$ cat src/rtl/rc4_pkg.sv
// Shared RC4 definitions: table size, handler select codes and KSA states.
package rc4_pkg;

  localparam int RC4_N = 256;

  localparam logic [1:0] MEM_NONE = 2'd0;
  localparam logic [1:0] MEM_S    = 2'd1;
  localparam logic [1:0] MEM_ENC  = 2'd2;
  localparam logic [1:0] MEM_DEC  = 2'd3;

  typedef enum logic [3:0] {
    KSA_IDLE,
    KSA_START,
    KSA_INIT,
    KSA_SETUP_I,
    KSA_READ_I,
    KSA_SAMPLE_I,
    KSA_ADD_J,
    KSA_SETUP_J,
    KSA_READ_J,
    KSA_SAMPLE_J,
    KSA_WRITE_I,
    KSA_WRITE_J,
    KSA_INC_I,
    KSA_DONE
  } ksa_state_t;

  // Width of a key byte counter; at least one bit even for a 1-byte key.
  function automatic int key_idx_width(int key_bytes);
    return (key_bytes > 1) ? $clog2(key_bytes) : 1;
  endfunction

endpackage

$ cat src/rtl/mem_ksa_if.sv
// S-RAM bus between the KSA stage (master) and the memory handler (slave).
interface mem_ksa_if;
  logic [7:0] address;
  logic [7:0] data;
  logic       wen;
  logic [7:0] q_data;
  logic [1:0] memory_sel;
  logic       ksa_mem_handler;

  modport master (
    output address, data, wen, memory_sel, ksa_mem_handler,
    input  q_data
  );

  modport slave (
    input  address, data, wen, memory_sel, ksa_mem_handler,
    output q_data
  );
endinterface

$ cat src/rtl/mem_ksa_key_byte_sel.sv
// Picks key byte key_idx out of secret_key; byte 0 is the most significant byte.
module key_byte_sel
  import rc4_pkg::*;
#(
  parameter int KEY_BYTES = 3,
  parameter int KIDX_W    = key_idx_width(KEY_BYTES)
) (
  input  logic [8*KEY_BYTES-1:0] secret_key,
  input  logic [KIDX_W-1:0]      key_idx,
  output logic [7:0]             key_byte
);

  // Decoded mux over the key bytes, no variable part-select needed.
  always_comb begin
    key_byte = '0;
    for (int b = 0; b < KEY_BYTES; b++) begin
      if (key_idx == KIDX_W'(b)) begin
        key_byte = 8'(secret_key >> (8 * (KEY_BYTES - 1 - b)));
      end
    end
  end

endmodule

$ cat src/rtl/mem_ksa.sv
// RC4 key scheduling: fills S with the identity, then runs the 256-step swap loop.
// finish feeds the decrypt stage's start; the S-RAM is reached through the handler mux.
module mem_ksa
  import rc4_pkg::*;
#(
  parameter int KEY_BYTES = 3,
  parameter int KEY_WIDTH = 8 * KEY_BYTES
) (
  input  logic                 clk,
  input  logic                 reset_n,
  input  logic                 start_sig,
  input  logic                 abort,
  input  logic [KEY_WIDTH-1:0] secret_key,
  output logic                 finish,
  mem_ksa_if.master            mem
);

  localparam int         KIDX_W = key_idx_width(KEY_BYTES);
  localparam logic [7:0] LAST_I = 8'(RC4_N - 1);

  ksa_state_t        state, state_next;
  logic [7:0]        i, j, temp_i, temp_j;
  logic [KIDX_W-1:0] key_idx;
  logic [7:0]        key_byte;
  logic              busy;

  key_byte_sel #(
    .KEY_BYTES (KEY_BYTES),
    .KIDX_W    (KIDX_W)
  ) u_key_sel (
    .secret_key (secret_key),
    .key_idx    (key_idx),
    .key_byte   (key_byte)
  );

  assign busy = (state != KSA_IDLE) && (state != KSA_DONE);

  // State register.
  always_ff @(posedge clk or negedge reset_n) begin
    if (!reset_n) state <= KSA_IDLE;
    else          state <= state_next;
  end

  // Next-state sequencing; abort overrides everything while the stage is busy.
  always_comb begin
    state_next = state;
    case (state)
      KSA_IDLE:     if (start_sig) state_next = KSA_START;
      KSA_START:    state_next = KSA_INIT;
      KSA_INIT:     if (i == LAST_I) state_next = KSA_SETUP_I;
      KSA_SETUP_I:  state_next = KSA_READ_I;
      KSA_READ_I:   state_next = KSA_SAMPLE_I;
      KSA_SAMPLE_I: state_next = KSA_ADD_J;
      KSA_ADD_J:    state_next = KSA_SETUP_J;
      KSA_SETUP_J:  state_next = KSA_READ_J;
      KSA_READ_J:   state_next = KSA_SAMPLE_J;
      KSA_SAMPLE_J: state_next = KSA_WRITE_I;
      KSA_WRITE_I:  state_next = KSA_WRITE_J;
      KSA_WRITE_J:  state_next = KSA_INC_I;
      KSA_INC_I:    state_next = (i == LAST_I) ? KSA_DONE : KSA_SETUP_I;
      KSA_DONE:     if (!start_sig) state_next = KSA_IDLE;
      default:      state_next = KSA_IDLE;
    endcase
    if (abort && busy) state_next = KSA_IDLE;
  end

  // Moore bus decode; the RAM address stays stable across setup, read and sample.
  always_comb begin
    mem.address         = '0;
    mem.data            = '0;
    mem.wen             = 1'b0;
    mem.ksa_mem_handler = busy;
    mem.memory_sel      = busy ? MEM_S : MEM_NONE;
    finish              = 1'b0;
    case (state)
      KSA_INIT: begin
        mem.address = i;
        mem.data    = i;
        mem.wen     = 1'b1;
      end
      KSA_SETUP_I, KSA_READ_I, KSA_SAMPLE_I: mem.address = i;
      KSA_SETUP_J, KSA_READ_J, KSA_SAMPLE_J: mem.address = j;
      KSA_WRITE_I: begin
        mem.address = i;
        mem.data    = temp_j;
        mem.wen     = 1'b1;
      end
      KSA_WRITE_J: begin
        mem.address = j;
        mem.data    = temp_i;
        mem.wen     = 1'b1;
      end
      KSA_DONE: finish = 1'b1;
      default: ;
    endcase
  end

  // Index, accumulator and swap-operand registers; arithmetic wraps at 8 bits.
  always_ff @(posedge clk or negedge reset_n) begin
    if (!reset_n) begin
      i       <= '0;
      j       <= '0;
      key_idx <= '0;
      temp_i  <= '0;
      temp_j  <= '0;
    end else begin
      case (state)
        KSA_START: begin
          i       <= '0;
          j       <= '0;
          key_idx <= '0;
        end
        KSA_INIT:     i      <= i + 8'd1;
        KSA_SAMPLE_I: temp_i <= mem.q_data;
        KSA_ADD_J:    j      <= j + temp_i + key_byte;
        KSA_SAMPLE_J: temp_j <= mem.q_data;
        KSA_INC_I: begin
          if (i != LAST_I) begin
            i       <= i + 8'd1;
            key_idx <= (key_idx == KIDX_W'(KEY_BYTES - 1)) ? '0 : key_idx + 1'b1;
          end
        end
        default: ;
      endcase
    end
  end

endmodule

$ cat src/flat_wrapper.sv
// flat-port wrapper written by rule: the top's interface ports become plain ports
module mem_ksa_flat import rc4_pkg::*;
#(
  parameter int KEY_BYTES = 3,
  parameter int KEY_WIDTH = 8 * KEY_BYTES
)
  (clk, reset_n, start_sig, abort, secret_key, finish, mem_address, mem_data, mem_wen, mem_memory_sel, mem_ksa_mem_handler, mem_q_data);
  mem_ksa_if mem_i ();
  input  logic clk;
  input  logic reset_n;
  input  logic start_sig;
  input  logic abort;
  input  logic [KEY_WIDTH-1:0] secret_key;
  output logic finish;
  output wire logic [$bits(mem_i.address)-1:0] mem_address;
  output wire logic [$bits(mem_i.data)-1:0] mem_data;
  output wire logic [$bits(mem_i.wen)-1:0] mem_wen;
  output wire logic [$bits(mem_i.memory_sel)-1:0] mem_memory_sel;
  output wire logic [$bits(mem_i.ksa_mem_handler)-1:0] mem_ksa_mem_handler;
  input wire logic [$bits(mem_i.q_data)-1:0] mem_q_data;
  assign mem_address = mem_i.address;
  assign mem_data = mem_i.data;
  assign mem_wen = mem_i.wen;
  assign mem_memory_sel = mem_i.memory_sel;
  assign mem_ksa_mem_handler = mem_i.ksa_mem_handler;
  assign mem_i.q_data = mem_q_data;
  mem_ksa #(.KEY_BYTES(KEY_BYTES), .KEY_WIDTH(KEY_WIDTH)) u_core (.clk(clk), .reset_n(reset_n), .start_sig(start_sig), .abort(abort), .secret_key(secret_key), .finish(finish), .mem(mem_i));
endmodule
$ cat config.mk
export PLATFORM = sky130hd
export DESIGN_NAME = mem_ksa_flat
export DESIGN_NICKNAME = d
export VERILOG_FILES = /design/src/rtl/rc4_pkg.sv /design/src/rtl/mem_ksa_if.sv /design/src/rtl/mem_ksa_key_byte_sel.sv /design/src/rtl/mem_ksa.sv /design/src/flat_wrapper.sv
export SDC_FILE = /design/constraint.sdc
export NUM_CORES = 1
export LEC_CHECK = 0
export CAP_MARGIN = 20
export CORE_MARGIN = 4
export CORE_UTILIZATION = 56
export CTS_CLUSTER_DIAMETER = 50
export DETAILED_ROUTE_END_ITERATION = 10
export GPL_ROUTABILITY_DRIVEN = 0
export GPL_TIMING_DRIVEN = 0
export PLACE_DENSITY = 0.86
export SLEW_MARGIN = 20
export SYNTH_ARGS = -nofsm -noshare
export SYNTH_HDL_FRONTEND = slang
export SYNTH_SLANG_ARGS = --single-unit
$ cat constraint.sdc
create_clock -name clk -period 5.8 [get_ports clk]
set_input_delay 1.74 -clock clk [delete_from_list [all_inputs] [get_ports clk]]
set_output_delay 1.74 -clock clk [all_outputs]
set_load 0.005 [all_outputs]
# ---- After elaboration in Yosys (flattened, before gate mapping)
# Cells that the tools add are included.
dict set report totals {
  elab_cells 66
  input_bits 36
  ff_bits 38
}
dict set report op_classes {
  addsub 4
  reduce_logical 14
  n_eq_ne 22
  muxes 20
}
# cell count
set op_table {}
lappend op_table {{one-hot mux 4 bit (14 select lines)} 1}
lappend op_table {{one-hot mux 8 bit (3 select lines)} 2}
lappend op_table {{2-to-1 mux 8 bit} 4}
lappend op_table {{one-hot mux 8 bit (2 select lines)} 2}
lappend op_table {{== test 4 bit, second input constant} 6}
lappend op_table {{2-to-1 mux 4 bit} 5}
lappend op_table {{adder 8 bit} 2}
lappend op_table {{== test 4 x 3 -> 1 bit, second input constant} 4}
lappend op_table {{adder 8 x 1 -> 8 bit, second input constant} 1}
lappend op_table {{== test 4 x 2 -> 1 bit, second input constant} 2}
lappend op_table {{== test 8 bit, second input constant} 1}
lappend op_table {{inequality test 8 bit, second input constant} 1}
lappend op_table {{inequality test 3 x 2 -> 1 bit, second input constant} 2}
lappend op_table {{OR reduction 5 bit} 1}
lappend op_table {{== test 4 x 1 -> 1 bit, second input constant} 1}
lappend op_table {{logical NOT 4 bit} 1}
lappend op_table {{2-to-1 mux 2 bit} 2}
lappend op_table {{inequality test 4 bit, second input constant} 1}
lappend op_table {{one-hot mux 2 bit (2 select lines)} 1}
lappend op_table {{AND reduction 2 bit} 2}
lappend op_table {{nonzero test 2 bit} 2}
lappend op_table {{nonzero test 4 bit} 1}
lappend op_table {{OR reduction 4 bit} 1}
lappend op_table {{2-to-1 mux 1 bit} 3}
lappend op_table {{10 further kinds} 11}

# ---- Depth between registers and ports, before layout
dict set report logic_depth {
  depth_word 6
  depth_mapped 15
}

# ---- Modules after synthesis
# A second synthesis with hierarchy kept.
dict set report unflattened {
  hier_cells 281
  hier_area_um2 2740.1
}
# module n_inst area_each_um2 seq_area_each_um2 cells_each
set modules_own_cells {}
lappend modules_own_cells {mem_ksa 1 2542.4 950.9 261}
lappend modules_own_cells {key_byte_sel 1 197.7 0.0 20}

# ---- Worst setup path after synthesis
# Ideal clock, no wire load.
dict set report synth_timing {
  kind {input-to-reg}
  start {input port secret_key[9]}
  end {register u_core.j[7]}
  t_arrival_ns 3.688
  setup_ns 0.124
  path_stages 14
  path_slack_ns 1.988
  required_ns 5.676
  n_path_buf 0
  cell_sequence {mux2i_1 nor2_1 a21oi_1 fa_1 inv_1 ha_1 inv_1 fa_1 inv_1 a21o_1 a211o_1 xnor2_1 nand2_1 mux2i_1}
}
dict set report synth_between {
  elab_chain_cells 4
}
# item line
set synth_lines {}
lappend synth_lines {{start, declared} flat_wrapper.sv:13} ;# input logic [KEY_WIDTH-1:0] secret_key;
lappend synth_lines {{2-to-1 mux 8 bit (2 in a row)} mem_ksa_key_byte_sel.sv:17} ;# if (key_idx == KIDX_W'(b)) begin
lappend synth_lines {{adder 8 bit} mem_ksa.sv:115} ;# KSA_ADD_J: j <= j + temp_i + key_byte;
lappend synth_lines {{one-hot mux 8 bit (2 select lines)} mem_ksa.sv:107} ;# case (state)
lappend synth_lines {{end signal, assigned} mem_ksa.sv:115}
lappend synth_lines {{end, declared} mem_ksa.sv:22} ;# logic [7:0] i, j, temp_i, temp_j;
# No other way between the ends.
# A chain may end at the register's enable or synchronous reset.

# ---- Final worst setup path
dict set report layout_timing {
  start {register u_core.state[0]}
  end {output port mem_data[1]}
}
dict set report layout_between {
  elab_chain_cells 2
  word_cells_on_any_way 4
}
# item line
set layout_lines {}
lappend layout_lines {{start, declared} mem_ksa.sv:21} ;# ksa_state_t state, state_next;
lappend layout_lines {{start signal, assigned} mem_ksa.sv:41} ;# else state <= state_next;
lappend layout_lines {{== test 4 bit or == test 4 x 2 -> 1 bit (tied branches)} mem_ksa.sv:75} ;# case (state)
lappend layout_lines {{one-hot mux 8 bit (3 select lines) (*)} mem_ksa.sv:75}
lappend layout_lines {{end, declared} flat_wrapper.sv:16} ;# output wire logic [$bits(mem_i.data)-1:0] mem_data;
# Mark *: on every way between the ends. The rest lies on a longest branch, timed or not.

==> flow_summary.toml <==
[cts]
cts_root_buffer = "clkbuf_8"
ctsResizeCount = 0
hold_buffers = 0
cts_made_buffers = 5
clockBufferDepth = 2
cts_tree = "built"
postCtsSetupBuffers = 0
clock_latency_ps = 300
path_clk_slew_ps = 80
htree_num_levels = 2
cts_num_sinks = 38

[placement]
hpwlAfterDp_um = 5547
dpl_worst_slack_ps = 1306
io_buffers = 55

[finish]
nets = 435
final_common_cell = "clkdlybuf4s50_1"
antenna_cells = 0
layout-drive-gt1-share_pct = 8.312
layout_common_cells = "54 x clkdlybuf4s50_1, 38 x inv_1, 38 x dfrtp_1, 32 x nand2_1, 26 x nor2_1"
synthToLayoutAreaGrowth_pct = 29.12

[critical_path]
worstSetupPathType = "reg -> out"
crit_path_end_kind = "output pin"
crit_chain = "clkbuf_1 -> nand2_1 -> nor2_1 -> a222oi_1 -> inv_1 -> clkdlybuf4s50_1"
required_ps = 4060
r2r-start = "u_core.key_idx[0]"
cpPeakStageDelay_ps = 550
cp_max_fo = 10
reg2reg_to = "u_core.j[7]"
critPathLaunch = "u_core.state[0]"
arrival_ps = 2640
ff2ff_path_depth = 15
cp-endpoint = "mem_data[1]"
r2r_slack_ps = 2420
start_kind = "register"
slowest_stage = "nor2_1"

[sta]
rsz0062_at_grt = "false"
final-hold-violation-count = 0
finalClockSkew_ps = 9.345
setup-tns-final_ps = 0
slew_headroom_pct = 55.40
fin_crit_ps = 4384
finalSetupViolCount = 0
fmax_mhz = 228.1
post-route-worst-setup-slack_ps = 1416
whs_ps = 518.0
tightest_slew_ps = 666.5
finalCritPeriodShare_pct = 75.59
drv_slew = 0

[global_routing]
grt_usage_pct = 24.76
grt_max_degree = 21
first_global_vias = 2529
grt.overflow.total = 0
antenna_found_initial = 0
grt_pass1_wl_um = 11840

[routing]
vias_per_cell = 5.723
antenna_left = 0
drcViolationCount = 0
routed_wirelength_um = 7269
drt_first_pass_iters = 8
drt-wirelength-per-cell_um = 16.08
drt_iter0_markers = 302
vias = 2587

[synth]
synth.avg_cell_area_um2 = 8.552
synthCells = 321
synth_warnings = 0
synthDistinctLibCells = 46
synth_ff_type = "dfrtp_1"
synth_area_leaders = "dfrtp_1 35%, fa_1 5.8%, inv_1 5.2%"
ys_seq_elements = 38
netlist_area_um2 = 2745
synth-edff-count = 0
yosys.area.top_type = "dfrtp_1"
synth_top_area_share_pct = 34.64
yosysSeqAreaShare_pct = 34.64
synth_fp_nets = 372
synthArstFlopShare_pct = 100.0

[pwr]
switching_share_pct = 40.96
p_sw_mw = 0.5792
share_comb_of_total_power_pct = 51.7
ir_worst_vdd_mv = 0.2322
pwr-share-seq_pct = 28.3
internal_power_mw = 0.8347
power.density_nw_per_um2 = 398.9
p_clk_share_pct = 19.9
p_leak_nw = 1.575

[floorplan]
initial_core_util_pct = 58.12
fp.dieArea_um2 = 6086
pin_count = 57
dieWidth_um = 78.02
die_h_um = 78.02
core_area_um2 = 4723
row_count = 25

[run_status]
outcome = "complete, no violations"

[hold_path]
hp-class = "reg -> reg"

[run]
max_cap_viol_count = 0
==> worst max-delay path, delay by kind of cell (launching register included) <==
kind,cells,cell delay (ps)
buffers and inverters,3,960
and+or+nand+nor,2,670
DFF,1,470
AOI/OAI and AO/OA,1,240
==> worst min-delay path by stage <==
stage	from	slack (ps)	to	cells past startpoint
after floorplan	u_core.j[7]	470	u_core.j[7]	1
after global placement	u_core.temp_j[6]	490	u_core.temp_j[6]	1
after detailed placement	u_core.temp_j[5]	500	u_core.temp_j[5]	1
after CTS	u_core.temp_j[5]	510	u_core.temp_j[5]	1
after global routing	u_core.temp_j[5]	520	u_core.temp_j[5]	1
final	u_core.temp_j[2]	520	u_core.temp_j[2]	1
==> logic make-up (layout without fill, tap and decap cells) <==
logic type | count (synthesis) | after routing | synth area share [%]
compound gates | 85 | 85 | 20.19
xor+xnor | 11 | 11 | 3.509
fa+ha+maj | 15 | 15 | 9.024
buf+inv | 55 | 119 | 8.113
flops | 38 | 38 | 34.64
mux | 19 | 19 | 7.338
other cells | 1 | 1 | 0.1366
simple gates | 97 | 97 | 17.05
==> layout make-up <==
| cell class | instances | area, µm² |
|---|---|---|
| Tap cell | 67 | 83.83 |
| Clock inverter | 2 | 60.06 |
| Buffer | 17 | 80.08 |
| Clock buffer | 6 | 82.58 |
| Timing Repair Buffer | 56 | 573.1 |
| Fill cell | 345 | 1179 |
| Inverter | 38 | 142.6 |
| Multi-Input combinational cell | 228 | 1572 |
| Sequential cell | 38 | 950.9 |
==> power groups by stage <==
stage	combinational [mW]	sequential, mW	clock (mW)
floorplan	0.519	0.379	0
global route	0.815	0.406	0.294
finish	0.731	0.401	0.282
CTS	0.729	0.397	0.284
detailed placement	0.713	0.402	0
global placement	0.687	0.397	0
==> stage by stage <==
stage	instances	power, mW	cell area [µm²]	util (%)
after floorplan	321	0.8981	2745	-
after global placement	443	1.084	3379	71.55
after detailed placement	444	1.116	3402	72.03
after CTS	452	1.410	3545	75.05
after global routing	452	1.515	3545	75.05
final	452	1.414	3545	75.05
==> layer usage <==
metal  GRT usage (%)  up-vias  wire [µm]
met1           30.74     1220       2999
met4           10.84        0        175
met5               0        -          0
li1                -     1222          -
met3           4.817       15        504
met2           41.95      130       3590
==> synthesized netlist by cell type (2+ instances only) <==
cell type,count
and2_1,2
a22o_1,2
xnor2_1,7
a21o_1,3
nor2b_1,9
o21ai_1,3
buf_1,2
fa_1,8
nor3_2,2
mux2i_1,10
o21bai_1,2
o21ai_0,19
nor2_2,3
nand2b_1,4
nand2_1,32
mux2_2,9
a21oi_1,25
clkbuf_1,11
or3_1,2
inv_1,38
a222oi_1,8
dfrtp_1,38
o22ai_1,9
xor2_1,4
nor2_1,26
nand3_1,7
ha_1,7
buf_4,2
nor3_1,3
a22oi_1,8
==> sequential cells by signal, summed over array words and instances (netlist names) <==
signal and flops:
u_core.i 8, u_core.j 8, u_core.temp_i 8, u_core.temp_j 8, u_core.state 4, u_core.key_idx 2
Note: power is estimated with default switching activity, not from simulation.
==> RTL edit, RTL diff (same settings) <==
`KEY_BYTES` is set to 3 in 3 places; all go to 6.
--- a/src/rtl/mem_ksa_key_byte_sel.sv
+++ b/src/rtl/mem_ksa_key_byte_sel.sv
@@ -4,3 +4,3 @@
 #(
-  parameter int KEY_BYTES = 3,
+  parameter int KEY_BYTES = 6,
   parameter int KIDX_W    = key_idx_width(KEY_BYTES)
--- a/src/rtl/mem_ksa.sv
+++ b/src/rtl/mem_ksa.sv
@@ -5,3 +5,3 @@
 #(
-  parameter int KEY_BYTES = 3,
+  parameter int KEY_BYTES = 6,
   parameter int KEY_WIDTH = 8 * KEY_BYTES
--- a/src/flat_wrapper.sv
+++ b/src/flat_wrapper.sv
@@ -3,3 +3,3 @@
 #(
-  parameter int KEY_BYTES = 3,
+  parameter int KEY_BYTES = 6,
   parameter int KEY_WIDTH = 8 * KEY_BYTES
Interface: changed (resized secret_key); port bits go from 57 to 81. The function was not compared with the original's and may differ.
==> RTL edit against the original RTL <==
  * Worst setup slack got worse by 120 ps
  * Sequential cell count rose by 1
  * First-iteration DRC count fell by 4.0%
  * Cell area rose by 14%
  * Fmax fell by 2.6%
  * Synthesized area rose by 12%
  * Wire length rose by 24%
  * Sequential power rose by 3%
  * Count of clock-buffer cells in the layout fell by 1
  * Power fell by 5.5%
  * Worst hold slack improved by 3.3 ps
  * Die area rose by 11%
  * Combinational power barely moved
==> RTL edit: results (changes against the original RTL) <==
<table>
<tr><th>Metric</th><th>Value</th></tr>
<tr><th colspan="2">Status</th></tr>
<tr><td>Status</td><td>completed</td></tr>
<tr><th colspan="2">Global routing</th></tr>
<tr><td>Global-route met3 utilization</td><td>6.18% (+1.4 points)</td></tr>
<tr><td>Met1 Resource Use GR</td><td>36.4% (+5.7 points)</td></tr>
<tr><td>Overall Global Routing Usage</td><td>27.8% (+3.0 points)</td></tr>
<tr><td>Maximum number of pins on one net before global-route repair</td><td>30 (+43%)</td></tr>
<tr><td>First-pass GRT wire length</td><td>14,500 um (+22%)</td></tr>
<tr><th colspan="2">Setup path</th></tr>
<tr><td>Worst setup slack for register-to-register paths</td><td>1400 ps (-1020 ps)</td></tr>
<tr><td>Largest stage delay on the critical path</td><td>430 ps (-120 ps)</td></tr>
<tr><td>Crit Path Max Fanout</td><td>2 (-8)</td></tr>
<tr><td>Setup crit start</td><td>secret_key[33]</td></tr>
<tr><td>Worst path arrival time</td><td>4690 ps (+2050 ps)</td></tr>
<tr><td>Number of cells on the worst reg-to-reg path</td><td>20 (+5)</td></tr>
<tr><th colspan="2">Detailed routing</th></tr>
<tr><td>Final WL</td><td>9050 um (+24%)</td></tr>
<tr><td>Routed vias</td><td>3,115 (+20%)</td></tr>
<tr><td>First-pass DRT Iterations</td><td>6 (-2)</td></tr>
<tr><td>Sum of met3 wire segment lengths after detailed routing</td><td>991 um (+97%)</td></tr>
<tr><td>Detailed-routing wirelength on met1</td><td>3660 um (+22%)</td></tr>
<tr><td>Met2 Wirelength</td><td>4300 um (+20%)</td></tr>
<tr><th colspan="2">Synthesis</th></tr>
<tr><td>Most numerous cell types in the synthesized netlist</td><td>sky130_fd_sc_hd__dfrtp_1 (39), sky130_fd_sc_hd__nand2_1 (39), sky130_fd_sc_hd__inv_1 (38)</td></tr>
<tr><td>Fraction of the yosys area taken by sequential cells</td><td>31.7% (-2.9 points)</td></tr>
<tr><td>Synth cell types</td><td>50 (+8.7%)</td></tr>
<tr><th colspan="2">Placed design</th></tr>
<tr><td>HPWL after detailed placement</td><td>6890 um (+24%)</td></tr>
<tr><td>Count of buffers inserted at the top-level ports</td><td>79 (+44%)</td></tr>
<tr><th colspan="2">Power</th></tr>
<tr><td>Worst IR Drop VDD</td><td>0.234 mV (+0.65%)</td></tr>
<tr><td>Leak pwr</td><td>1.72 nW (+9.3%)</td></tr>
<tr><th colspan="2">Hold path</th></tr>
<tr><td>Startpoint of the most critical hold path</td><td>u_core.temp_j[1]</td></tr>
<tr><th colspan="2">STA</th></tr>
<tr><td>Skew final</td><td>10.5 ps (+1.17 ps)</td></tr>
</table>
RTL edit: changes by cell type after synthesis, sizes merged, moves of 5 or more:
cell,delta
nor2b,-5
mux2i,+6
o21ai,+11
a221o,+8
nand2,+8
RTL edit: cells by family after synthesis:
| logic type | count (synthesis) | share of synthesized area [%] |
|---|---|---|
| xor+xnor | 9 | 2.56 |
| buf+inv | 59 | 8.10 |
| simple gates | 101 | 15.5 |
| compound gates | 116 | 24.9 |
| other cells | 1 | 0.122 |
| mux | 25 | 8.51 |
| fa+ha+maj | 16 | 8.47 |
| flops | 39 | 31.7 |
RTL edit: where the power goes:
group	total [W]	internal [W]	switching, W
Combinational	0.000729	0.000331	0.000398
Clock	0.000192	0.0000839	0.000108
Sequential	0.000414	0.000347	0.0000669
RTL edit: through the flow:
| stage | hold WS [ps] | instances | total power, W | instance area [sq um] | setup slack, ps |
|---|---|---|---|---|---|
| after floorplan | 480 | 366 | 0.000914 | 3070 | 1770 |
| after global placement | 491 | 515 | 0.00110 | 3950 | 1090 |
| after detailed placement | 495 | 516 | 0.00114 | 3970 | 1000 |
| after CTS | 513 | 524 | 0.00133 | 4060 | 1300 |
| after global routing | 552 | 524 | 0.00144 | 4060 | 1060 |
| final | 521 | 524 | 0.00134 | 4060 | 1300 |
RTL edit: cell type report:
class,count,area [sq um]
Tap cell,70,87.6
Fill cell,382,1150
Clock inverter,3,20.0
Timing Repair Buffer,80,806
Sequential cell,39,976
Inverter,39,146
Buffer,20,103
Multi-Input combinational cell,268,1850
Clock buffer,5,68.8
RTL edit: final timing paths:
| check | endpoint |
|---|---|
| worst min-delay path | u_core.temp_j[1] |
| worst min register to register | u_core.temp_j[1] |
| worst max register to register | u_core.j[7] |
| min in group asynchronous | u_core.state[2] |
| worst max-delay path | u_core.j[7] |
| max in group asynchronous | u_core.temp_i[4] |
RTL edit: worst reg2reg max path, stage by stage (launching register included):
cell and delay (ps):
sky130_fd_sc_hd__dfrtp_1 320, sky130_fd_sc_hd__buf_2 160, sky130_fd_sc_hd__buf_2 290, sky130_fd_sc_hd__buf_2 330
sky130_fd_sc_hd__and2_1 170, sky130_fd_sc_hd__ha_1 130, sky130_fd_sc_hd__clkbuf_1 280, sky130_fd_sc_hd__clkbuf_1 330
sky130_fd_sc_hd__o21ai_0 160, sky130_fd_sc_hd__a21oi_1 210, sky130_fd_sc_hd__fa_1 430, sky130_fd_sc_hd__inv_1 80
sky130_fd_sc_hd__ha_1 160, sky130_fd_sc_hd__inv_1 60, sky130_fd_sc_hd__fa_1 410, sky130_fd_sc_hd__nor2b_1 160
sky130_fd_sc_hd__nor3_1 80, sky130_fd_sc_hd__o21bai_1 170, sky130_fd_sc_hd__a21oi_1 120, sky130_fd_sc_hd__xnor2_1 170
sky130_fd_sc_hd__o21ai_1 80
